<file path="src/rtl/multicycle_alu.sv">
// Registered WIDTH-bit ALU for the execute stage. Single-cycle ops finish in one clock;
// shifts of 2+ positions and multiply iterate behind a start/ready/done handshake.
module multicycle_alu #(
  parameter int WIDTH = 8,
  parameter int SHW   = $clog2(WIDTH)
) (
  input  logic             clk,
  input  logic             rst,
  input  logic             start,
  input  logic [3:0]       op,
  input  logic [WIDTH-1:0] a,
  input  logic [WIDTH-1:0] b,
  output logic             ready,
  output logic             done,
  output logic [WIDTH-1:0] f,
  output logic             ovf,
  output logic             take_branch
);

  localparam logic [1:0] S_IDLE  = 2'd0;
  localparam logic [1:0] S_SHIFT = 2'd1;
  localparam logic [1:0] S_MUL   = 2'd2;

  localparam logic [3:0] OP_ADD = 4'b0000, OP_SUB = 4'b0001, OP_NOT = 4'b0010,
                         OP_AND = 4'b0011, OP_OR  = 4'b0100, OP_XOR = 4'b0101,
                         OP_SRA = 4'b0110, OP_SLL = 4'b0111, OP_BEQ = 4'b1000,
                         OP_BNE = 4'b1001, OP_MUL = 4'b1010;

  logic [1:0]         state;
  logic [SHW-1:0]     cnt;
  logic               sh_left;
  logic [WIDTH-1:0]   acc;      // shift operand, or remaining multiplier bits
  logic [2*WIDTH-1:0] mcand;
  logic [2*WIDTH-1:0] prod;

  logic [WIDTH:0]     add_r, sub_r;
  logic [SHW-1:0]     k;
  logic [WIDTH-1:0]   sra1, sll1, sh_next;
  logic [2*WIDTH-1:0] mul_sum;
  logic [WIDTH-1:0]   c_f;
  logic               c_ovf, c_tb, is_shift, multi_shift;

  assign add_r       = {1'b0, a} + {1'b0, b};
  assign sub_r       = {1'b0, a} - {1'b0, b};
  assign k           = b[SHW-1:0];
  assign sra1        = {a[WIDTH-1], a[WIDTH-1:1]};
  assign sll1        = {a[WIDTH-2:0], 1'b0};
  assign is_shift    = (op == OP_SRA) || (op == OP_SLL);
  assign multi_shift = is_shift && (k >= SHW'(2));
  assign sh_next     = sh_left ? {acc[WIDTH-2:0], 1'b0} : {acc[WIDTH-1], acc[WIDTH-1:1]};
  assign mul_sum     = prod + (acc[0] ? mcand : '0);
  assign ready       = (state == S_IDLE);

  // Results of everything that completes in the accepting cycle; reserved ops fall into ADD.
  always_comb begin
    c_f   = add_r[WIDTH-1:0];
    c_ovf = add_r[WIDTH];
    c_tb  = 1'b0;
    case (op)
      OP_SUB: begin c_f = sub_r[WIDTH-1:0]; c_ovf = sub_r[WIDTH]; end
      OP_NOT: begin c_f = ~b;    c_ovf = 1'b0; end
      OP_AND: begin c_f = a & b; c_ovf = 1'b0; end
      OP_OR:  begin c_f = a | b; c_ovf = 1'b0; end
      OP_XOR: begin c_f = a ^ b; c_ovf = 1'b0; end
      OP_SRA: begin c_f = (k == '0) ? a : sra1; c_ovf = 1'b0; end
      OP_SLL: begin c_f = (k == '0) ? a : sll1; c_ovf = 1'b0; end
      OP_BEQ: begin c_tb = (a == b); c_f = {{(WIDTH-1){1'b0}}, c_tb}; c_ovf = 1'b0; end
      OP_BNE: begin c_tb = (a != b); c_f = {{(WIDTH-1){1'b0}}, c_tb}; c_ovf = 1'b0; end
      default: ;
    endcase
  end

  always_ff @(posedge clk or posedge rst) begin
    if (rst) begin
      state       <= S_IDLE;
      cnt         <= '0;
      sh_left     <= 1'b0;
      acc         <= '0;
      mcand       <= '0;
      prod        <= '0;
      f           <= '0;
      ovf         <= 1'b0;
      take_branch <= 1'b0;
      done        <= 1'b0;
    end else begin
      done <= 1'b0;
      case (state)
        S_IDLE: if (start) begin
          // The accepting edge already performs the first step, so the counter
          // holds the number of steps still to come.
          if (op == OP_MUL) begin
            state <= S_MUL;
            prod  <= b[0] ? {{WIDTH{1'b0}}, a} : '0;
            mcand <= {{WIDTH{1'b0}}, a} << 1;
            acc   <= b >> 1;
            cnt   <= SHW'(WIDTH-1);
          end else if (multi_shift) begin
            state   <= S_SHIFT;
            sh_left <= (op == OP_SLL);
            acc     <= (op == OP_SLL) ? sll1 : sra1;
            cnt     <= k - SHW'(1);
          end else begin
            f           <= c_f;
            ovf         <= c_ovf;
            take_branch <= c_tb;
            done        <= 1'b1;
          end
        end
        S_SHIFT: begin
          if (cnt == SHW'(1)) begin
            f           <= sh_next;
            ovf         <= 1'b0;
            take_branch <= 1'b0;
            done        <= 1'b1;
            state       <= S_IDLE;
          end else begin
            acc <= sh_next;
          end
          cnt <= cnt - SHW'(1);
        end
        S_MUL: begin
          if (cnt == SHW'(1)) begin
            f           <= mul_sum[WIDTH-1:0];
            ovf         <= |mul_sum[2*WIDTH-1:WIDTH];
            take_branch <= 1'b0;
            done        <= 1'b1;
            state       <= S_IDLE;
          end else begin
            prod  <= mul_sum;
            mcand <= mcand << 1;
            acc   <= acc >> 1;
          end
          cnt <= cnt - SHW'(1);
        end
        default: state <= S_IDLE;
      endcase
    end
  end

endmodule

</file>
<file path="config.mk">
export PLATFORM = sky130hd
export DESIGN_NAME = multicycle_alu
export DESIGN_NICKNAME = d
export VERILOG_FILES = /design/src/rtl/multicycle_alu.sv
export SDC_FILE = /design/constraint.sdc
export NUM_CORES = 1
export LEC_CHECK = 0
export ABC_AREA = 1
export CAP_MARGIN = 20
export CORE_MARGIN = 2
export CORE_UTILIZATION = 59
export DETAILED_ROUTE_END_ITERATION = 10
export HOLD_SLACK_MARGIN = 0.05
export PLACE_DENSITY = 0.84
export SLEW_MARGIN = 20
export SYNTH_ARGS = -nofsm -noshare
export SYNTH_HDL_FRONTEND = slang
export SYNTH_SLANG_ARGS = --single-unit
</file>
<file path="constraint.sdc">
create_clock -name clk -period 3.4 [get_ports clk]
set_clock_uncertainty 0.05 [all_clocks]
set_input_delay 0.68 -clock clk [delete_from_list [all_inputs] [get_ports clk]]
set_output_delay 0.68 -clock clk [all_outputs]
set_load 0.005 [all_outputs]
</file>
==> tab_implementation.tex <==
\begin{tabular}{lr}
\hline
Metric & Value \\
\hline
\multicolumn{2}{l}{\textbf{Global route}} \\
Pin count of the biggest net entering global routing & 38 \\
First-pass GRT wire length & 26700 um \\
Number of antenna violations at the first check in global routing & 0 \\
Total grt overflow & 0 \\
Total global-route track usage & 0.3357 \\
Via count of the first global-routing pass & 5365 \\
\multicolumn{2}{l}{\textbf{Floorplanning}} \\
Effective utilization at floorplan & 0.6115 \\
Vert. Die Dim & 99.54 um \\
I/O pins & 35 \\
Core area & 0.008806 mm2 \\
Horizontal die dimension & 99.54 um \\
Area of the die & 0.009907 mm2 \\
Number of rows created at floorplan & 34 \\
\multicolumn{2}{l}{\textbf{Clock network}} \\
CTS tree & built \\
Number of sinks on the clock net & 56 \\
Number of hold-repair buffers added at the cts stage & 0 \\
Total CTS buffers & 5 \\
CTS max path bufs & 2 \\
Clk\_lat worst skew & 0.32 ns \\
Postcts setup bufs & 0 \\
Cts repair resizes & 0 \\
Root buffer selected by CTS & sky130\_fd\_sc\_hd\_\_clkbuf\_8 \\
Max H-tree Level & 2 \\
Post-CTS clock slew at the launch and capture registers of the worst setup and hold paths & 0.11 ns \\
\multicolumn{2}{l}{\textbf{Placement}} \\
Routability-driven placement congestion ratio & 1.022 \\
Detailed placer's ending HPWL & 12780 um \\
Post-DP Area & 0.005937 mm2 \\
Total of buffers placed on input and output ports & 34 \\
\multicolumn{2}{l}{\textbf{Setup path}} \\
CP Data Required Time & 3.61 ns \\
Cells on worst reg2reg path & 15 \\
CP most frequent cell & sky130\_fd\_sc\_hd\_\_nand2\_1 \\
Slowest cell on the critical path & sky130\_fd\_sc\_hd\_\_clkdlybuf4s50\_1 \\
Reg2Reg Setup Slack & 0.89 ns \\
Kind of capture point of the worst setup path & flop \\
Critical path class & input port to flop \\
Destination of the worst register-to-register timing path & ovf \\
Maximum fanout encountered on the critical timing path & 10 \\
Kind of launch point of the worst setup path & input port \\
CP Data Arrival Time & 3.12 ns \\
Critical register-to-register path startpoint & acc[0] \\
Series of cell instances along the critical path & clkdlybuf4s50\_1 -> inv\_1 -> ha\_1 -> nor3\_1 -> nor3\_1 -> nand2\_1 -> nand3\_1 -> a21oi\_2 -> inv\_2 -> a31oi\_1 -> nand2\_1 -> nand2\_1 \\
Peak per-stage delay on the critical path & 0.59 ns \\
\multicolumn{2}{l}{\textbf{Timing}} \\
Unrepaired setup endpoints after global routing & false \\
Share of the cycle needed by the critical path after routing & 0.8559 \\
Number of pins with negative max-slew slack in the final report & 0 \\
Upper clock frequency limit & 343.6 MHz \\
Final hold violations & 0 \\
Minimum clock period after layout & 2.910 ns \\
Slew at the pin with the worst max-slew slack & 0.4659 ns \\
Setup TNS Final & 0 ns \\
Worst max-slew margin expressed relative to the limit & 0.6894 \\
Final setup vio count & 0 \\
\multicolumn{2}{l}{\textbf{Cells and area}} \\
Filler cell count in the final layout & 754 \\
Layout overhead on the synthesized area & 12.01\% \\
Inserted Diodes & 0 \\
Final \#Nets & 945 \\
Final design utilization & 0.6850 \\
Post-route cell area & 0.006032 mm2 \\
Fraction of layout cells with a size suffix above 1 & 0.06644 \\
\multicolumn{2}{l}{\textbf{Yosys}} \\
Library cell occupying the most area in the post-synthesis netlist & sky130\_fd\_sc\_hd\_\_dfrtp\_1 \\
Post-synthesis cell type count & 47 \\
Proportion of synthesized chip area in sequential cells & 0.2602 \\
Area share of the leading cell type in the synthesized netlist & 0.2602 \\
Number of nets in the synthesized netlist & 900 \\
Count of flip-flops with a built-in enable after synthesis & 0 \\
Largest cells by area after synthesis & sky130\_fd\_sc\_hd\_\_dfrtp\_1, sky130\_fd\_sc\_hd\_\_nand2\_1, sky130\_fd\_sc\_hd\_\_ha\_1 \\
Warnings, synthesis & 0 \\
Post-synthesis average cell area & 6.512 um2 \\
Most used standard cells in the synthesized netlist & sky130\_fd\_sc\_hd\_\_nand2\_1, sky130\_fd\_sc\_hd\_\_inv\_1, sky130\_fd\_sc\_hd\_\_nor2\_1, sky130\_fd\_sc\_hd\_\_o21ai\_0, sky130\_fd\_sc\_hd\_\_dfrtp\_1 \\
Prevailing post-synth register cell & sky130\_fd\_sc\_hd\_\_dfrtp\_1 \\
Most frequently used cell type in the post-synthesis netlist & sky130\_fd\_sc\_hd\_\_nand2\_1 \\
Cell Area, Synth & 0.005385 mm2 \\
Instance count of the mapped netlist & 827 \\
Async set or reset register ratio after synthesis & 1.000 \\
Synth Register Bits & 56 \\
\multicolumn{2}{l}{\textbf{Routing}} \\
Detailed Route WL & 15950 um \\
Avg Vias per Cell & 5.927 \\
Vias after detailed routing & 5814 \\
Pre-antenna DRT Iters & 6 \\
Number of DRC markers in iteration 0 & 678 \\
Remaining design rule violation count & 0 \\
Routed length per instance & 16.25 um \\
Antenna Violating Nets Remaining & 0 \\
\multicolumn{2}{l}{\textbf{Flow run}} \\
Count of max-cap constraint violations & 0 \\
\multicolumn{2}{l}{\textbf{Worst hold path}} \\
Hold path endpoint & f[5] \\
Number of instances on the worst hold path & 2 \\
Worst hold path startpoint & f[5] \\
Type of the most critical hold path & flop to flop \\
\multicolumn{2}{l}{\textbf{Outcome}} \\
Status & finished, final reports clean \\
\multicolumn{2}{l}{\textbf{Power}} \\
Leak Pwr & 3.207 nW \\
VDD IR max & 465.6 uV \\
Power per standard cell area & 598.9 mW/mm2 \\
\hline
\end{tabular}
## stage by stage
stage,cells,power [mW],hold WS [ns],worst slack (ns)
6_report,981,3.612,0.4642,0.4898
5_1_grt,981,3.926,0.4726,0.2352
4_1_cts,981,3.578,0.4594,0.5212
3_5_place_dp,973,3.178,0.4316,0.1824
3_3_place_gp,973,3.121,0.4276,0.2845
2_1_floorplan,827,2.513,0.4086,0.9170
## per-layer routing
| metal | wire length [um] | GRT usage | vias to the layer above | share of wire |
|---|---|---|---|---|
| li1 | - | - | 2784 | - |
| met1 | 7135 | 0.5147 | 2682 | 0.45 |
| met2 | 7021 | 0.5198 | 319 | 0.44 |
| met3 | 1541 | 0.03303 | 29 | 0.097 |
| met4 | 246 | 0.06322 | 0 | 0.015 |
| met5 | 0 | 0 | - | 0 |
## cell type report
cell class	instances	area [um2]	share of cell area
Clock inverter	3	26.28	0.004356
Sequential cell	56	1401	0.2323
Inverter	133	506.7	0.08401
Tap cell	108	135.1	0.02240
Multi-Input combinational cell	618	3373	0.5592
Clock buffer	5	68.82	0.01141
Timing Repair Buffer	58	520.5	0.08629
## kinds of logic after synthesis
group,after synthesis,synth area share
mux,1,0.002091
compound gates,171,0.1840
flops,56,0.2602
fa+ha+maj,50,0.1204
buf+inv,153,0.1134
xor+xnor,8,0.01301
simple gates,388,0.3069
## worst max-delay path, delay by kind of cell
family | cells | cell delay [ns]
AO/OA/AOI/OAI | 2 | 0.56
AND/OR/NAND/NOR | 6 | 0.67
buffers and inverters | 3 | 0.98
adder cells (fa/ha/maj) | 1 | 0.23
## cell usage in the layout (no fill, tap or decap), types with 3 or more instances in the layout
master,count
sky130_fd_sc_hd__or2_2,7
sky130_fd_sc_hd__inv_2,3
sky130_fd_sc_hd__nor2_2,3
sky130_fd_sc_hd__nand3_1,55
sky130_fd_sc_hd__a2bb2oi_1,3
sky130_fd_sc_hd__ha_1,47
sky130_fd_sc_hd__buf_4,24
sky130_fd_sc_hd__fa_1,3
sky130_fd_sc_hd__o21ai_0,78
sky130_fd_sc_hd__xor2_1,7
sky130_fd_sc_hd__nor2_1,78
sky130_fd_sc_hd__o21ai_1,4
sky130_fd_sc_hd__dfrtp_1,56
sky130_fd_sc_hd__o22ai_1,14
sky130_fd_sc_hd__a21oi_1,33
sky130_fd_sc_hd__a31oi_1,13
sky130_fd_sc_hd__inv_1,125
sky130_fd_sc_hd__clkbuf_8,5
sky130_fd_sc_hd__o211ai_1,4
sky130_fd_sc_hd__a22o_1,3
sky130_fd_sc_hd__nand4_1,10
sky130_fd_sc_hd__clkdlybuf4s50_1,34
sky130_fd_sc_hd__o221ai_1,5
sky130_fd_sc_hd__nand2_1,219
sky130_fd_sc_hd__a211oi_1,4
sky130_fd_sc_hd__nor3_1,6
## sequential cells by signal (all words and copies together) (netlist names), 2 cells and up
signal	flops
prod	16
mcand	15
acc	8
f	8
cnt	3
state	2
## worst max-delay path by stage
stage | startpoint | endpoint | slack [ns] | cells after the start
global route | b[0] | f[0] | 0.24 | 11
finish | b[0] | f[6] | 0.49 | 12
global placement | a[0] | f[6] | 0.28 | 13
floorplan | acc[0] | ovf | 0.92 | 19
detailed placement | b[0] | f[0] | 0.18 | 11
CTS | b[0] | f[0] | 0.52 | 11
## where the power goes
| group | internal (mW) | switching [mW] | total, mW |
|---|---|---|---|
| logic | 0.820 | 1.30 | 2.12 |
| registers | 0.923 | 0.178 | 1.10 |
| clock network | 0.151 | 0.242 | 0.392 |
No activity file was read; power rests on OpenSTA's default activity.
==> patch: new RTL, config.mk and constraints unchanged <==
Put one more register stage on the output `ovf`, with the module's reset. The value now appears one clock later. The other outputs are not delayed to match.
--- a/src/rtl/multicycle_alu.sv
+++ b/src/rtl/multicycle_alu.sv
@@ -25,6 +25,8 @@
                          OP_AND = 4'b0011, OP_OR  = 4'b0100, OP_XOR = 4'b0101,
                          OP_SRA = 4'b0110, OP_SLL = 4'b0111, OP_BEQ = 4'b1000,
                          OP_BNE = 4'b1001, OP_MUL = 4'b1010;
+
+  logic ovf_s0;
 
   logic [1:0]         state;
   logic [SHW-1:0]     cnt;
@@ -79,7 +81,7 @@
       mcand       <= '0;
       prod        <= '0;
       f           <= '0;
-      ovf         <= 1'b0;
+      ovf_s0      <= 1'b0;
       take_branch <= 1'b0;
       done        <= 1'b0;
     end else begin
@@ -101,7 +103,7 @@
             cnt     <= k - SHW'(1);
           end else begin
             f           <= c_f;
-            ovf         <= c_ovf;
+            ovf_s0      <= c_ovf;
             take_branch <= c_tb;
             done        <= 1'b1;
           end
@@ -109,7 +111,7 @@
         S_SHIFT: begin
           if (cnt == SHW'(1)) begin
             f           <= sh_next;
-            ovf         <= 1'b0;
+            ovf_s0      <= 1'b0;
             take_branch <= 1'b0;
             done        <= 1'b1;
             state       <= S_IDLE;
@@ -121,7 +123,7 @@
         S_MUL: begin
           if (cnt == SHW'(1)) begin
             f           <= mul_sum[WIDTH-1:0];
-            ovf         <= |mul_sum[2*WIDTH-1:WIDTH];
+            ovf_s0      <= |mul_sum[2*WIDTH-1:WIDTH];
             take_branch <= 1'b0;
             done        <= 1'b1;
             state       <= S_IDLE;
@@ -137,5 +139,13 @@
     end
   end
 
+  always_ff @(posedge clk or posedge rst) begin
+    if (rst) begin
+      ovf <= '0;
+    end else begin
+      ovf <= ovf_s0;
+    end
+  end
+
 endmodule
 
Behaviour: not the same (a bounded check fails within 4 cycles, from zero or initial values and one cycle with rst high).
==> patch against the unedited design <==
- power is 13% higher
- sequential power is 5% higher
- sequential cell count is 1 higher
- design area is 3.4% higher
- highest routed layer unchanged
- synthesized area is 1.3% higher
- worst setup slack worse by 0.14 ns
- critical path depth is 1 higher
- wire length is 13% higher
- core utilization is 0.052 points lower
==> patch: results <==
set metrics [dict create \
    arrival_ns 3.25 \
    gp_congestion 0.9862 \
    p_sw_frac 0.4612 \
    num_vias 6019 \
    cts_buffers 9 \
    insertion_delay_ns 0.36 \
    wl_met2_um 8994 \
    grt_use_met3 0.06894 \
    cts_htree_levels 3 \
    dp_hpwl_um 13990 \
    whs_ns 0.4444 \
    grt.total_usage 0.3738 \
    clockPowerShare 0.200 \
    reg2regPathDepth 9 \
    critPathMaxFanout 11 \
    yosys-top-cells-count "nand2_1, inv_1, nor2_1, o21ai_0, dfrtp_1" \
    synth.area.top_cells "dfrtp_1, nand2_1, ha_1" \
    synth_cells 841 \
    grt_pass1_wl_um 29140 \
    drive_above_1_share 0.07047 \
    cpPeakStageDelay_ns 0.55 \
    status "complete, no violations" \
    path_clk_slew_ns 0.08 \
    hold_path_end "ovf" \
    wl_met1_um 6631 \
    power_density_nw_per_um2 656.5 \
    wirelength_um 18040 \
    grtUsageMet1 0.4341 \
    dp_slack_ns 0.1925 \
    wl_met3_um 1505 \
    grt_pass1_vias 5874 \
    relSlewSlack 0.5803 \
    r2r-start "state[0]" \
    finalNonFillerCells 1005 \
]
==> patch: cell types whose count changed after synthesis, moves of 4 or more <==
cell and change:
inv_1 +18, nand2_1 +9, o21ai_2 +5, nor2_1 -11
a21oi_1 +15, a31oi_1 -9, or2_0 +4, o21ai_0 -11
nand3_1 -5, o22ai_1 +6
==> patch: cell families after synthesis <==
family / share of synthesized area
AND/OR/NAND/NOR: 0.2933
AO/OA/AOI/OAI: 0.1915
buffers and inverters: 0.1252
flip-flops: 0.2614
adder cells (fa/ha/maj): 0.1188
XOR/XNOR: 0.008025
multiplexers: 0.001835
==> patch: layout make-up <==
type | count | area, um^2
clock buffer | 9 | 123.9
clock inverter | 7 | 125.1
fill | 797 | 2874
inverter | 151 | 568.0
multi-input combinational | 614 | 3347
sequential | 57 | 1426
tap | 111 | 138.9
timing repair buffer | 56 | 505.5
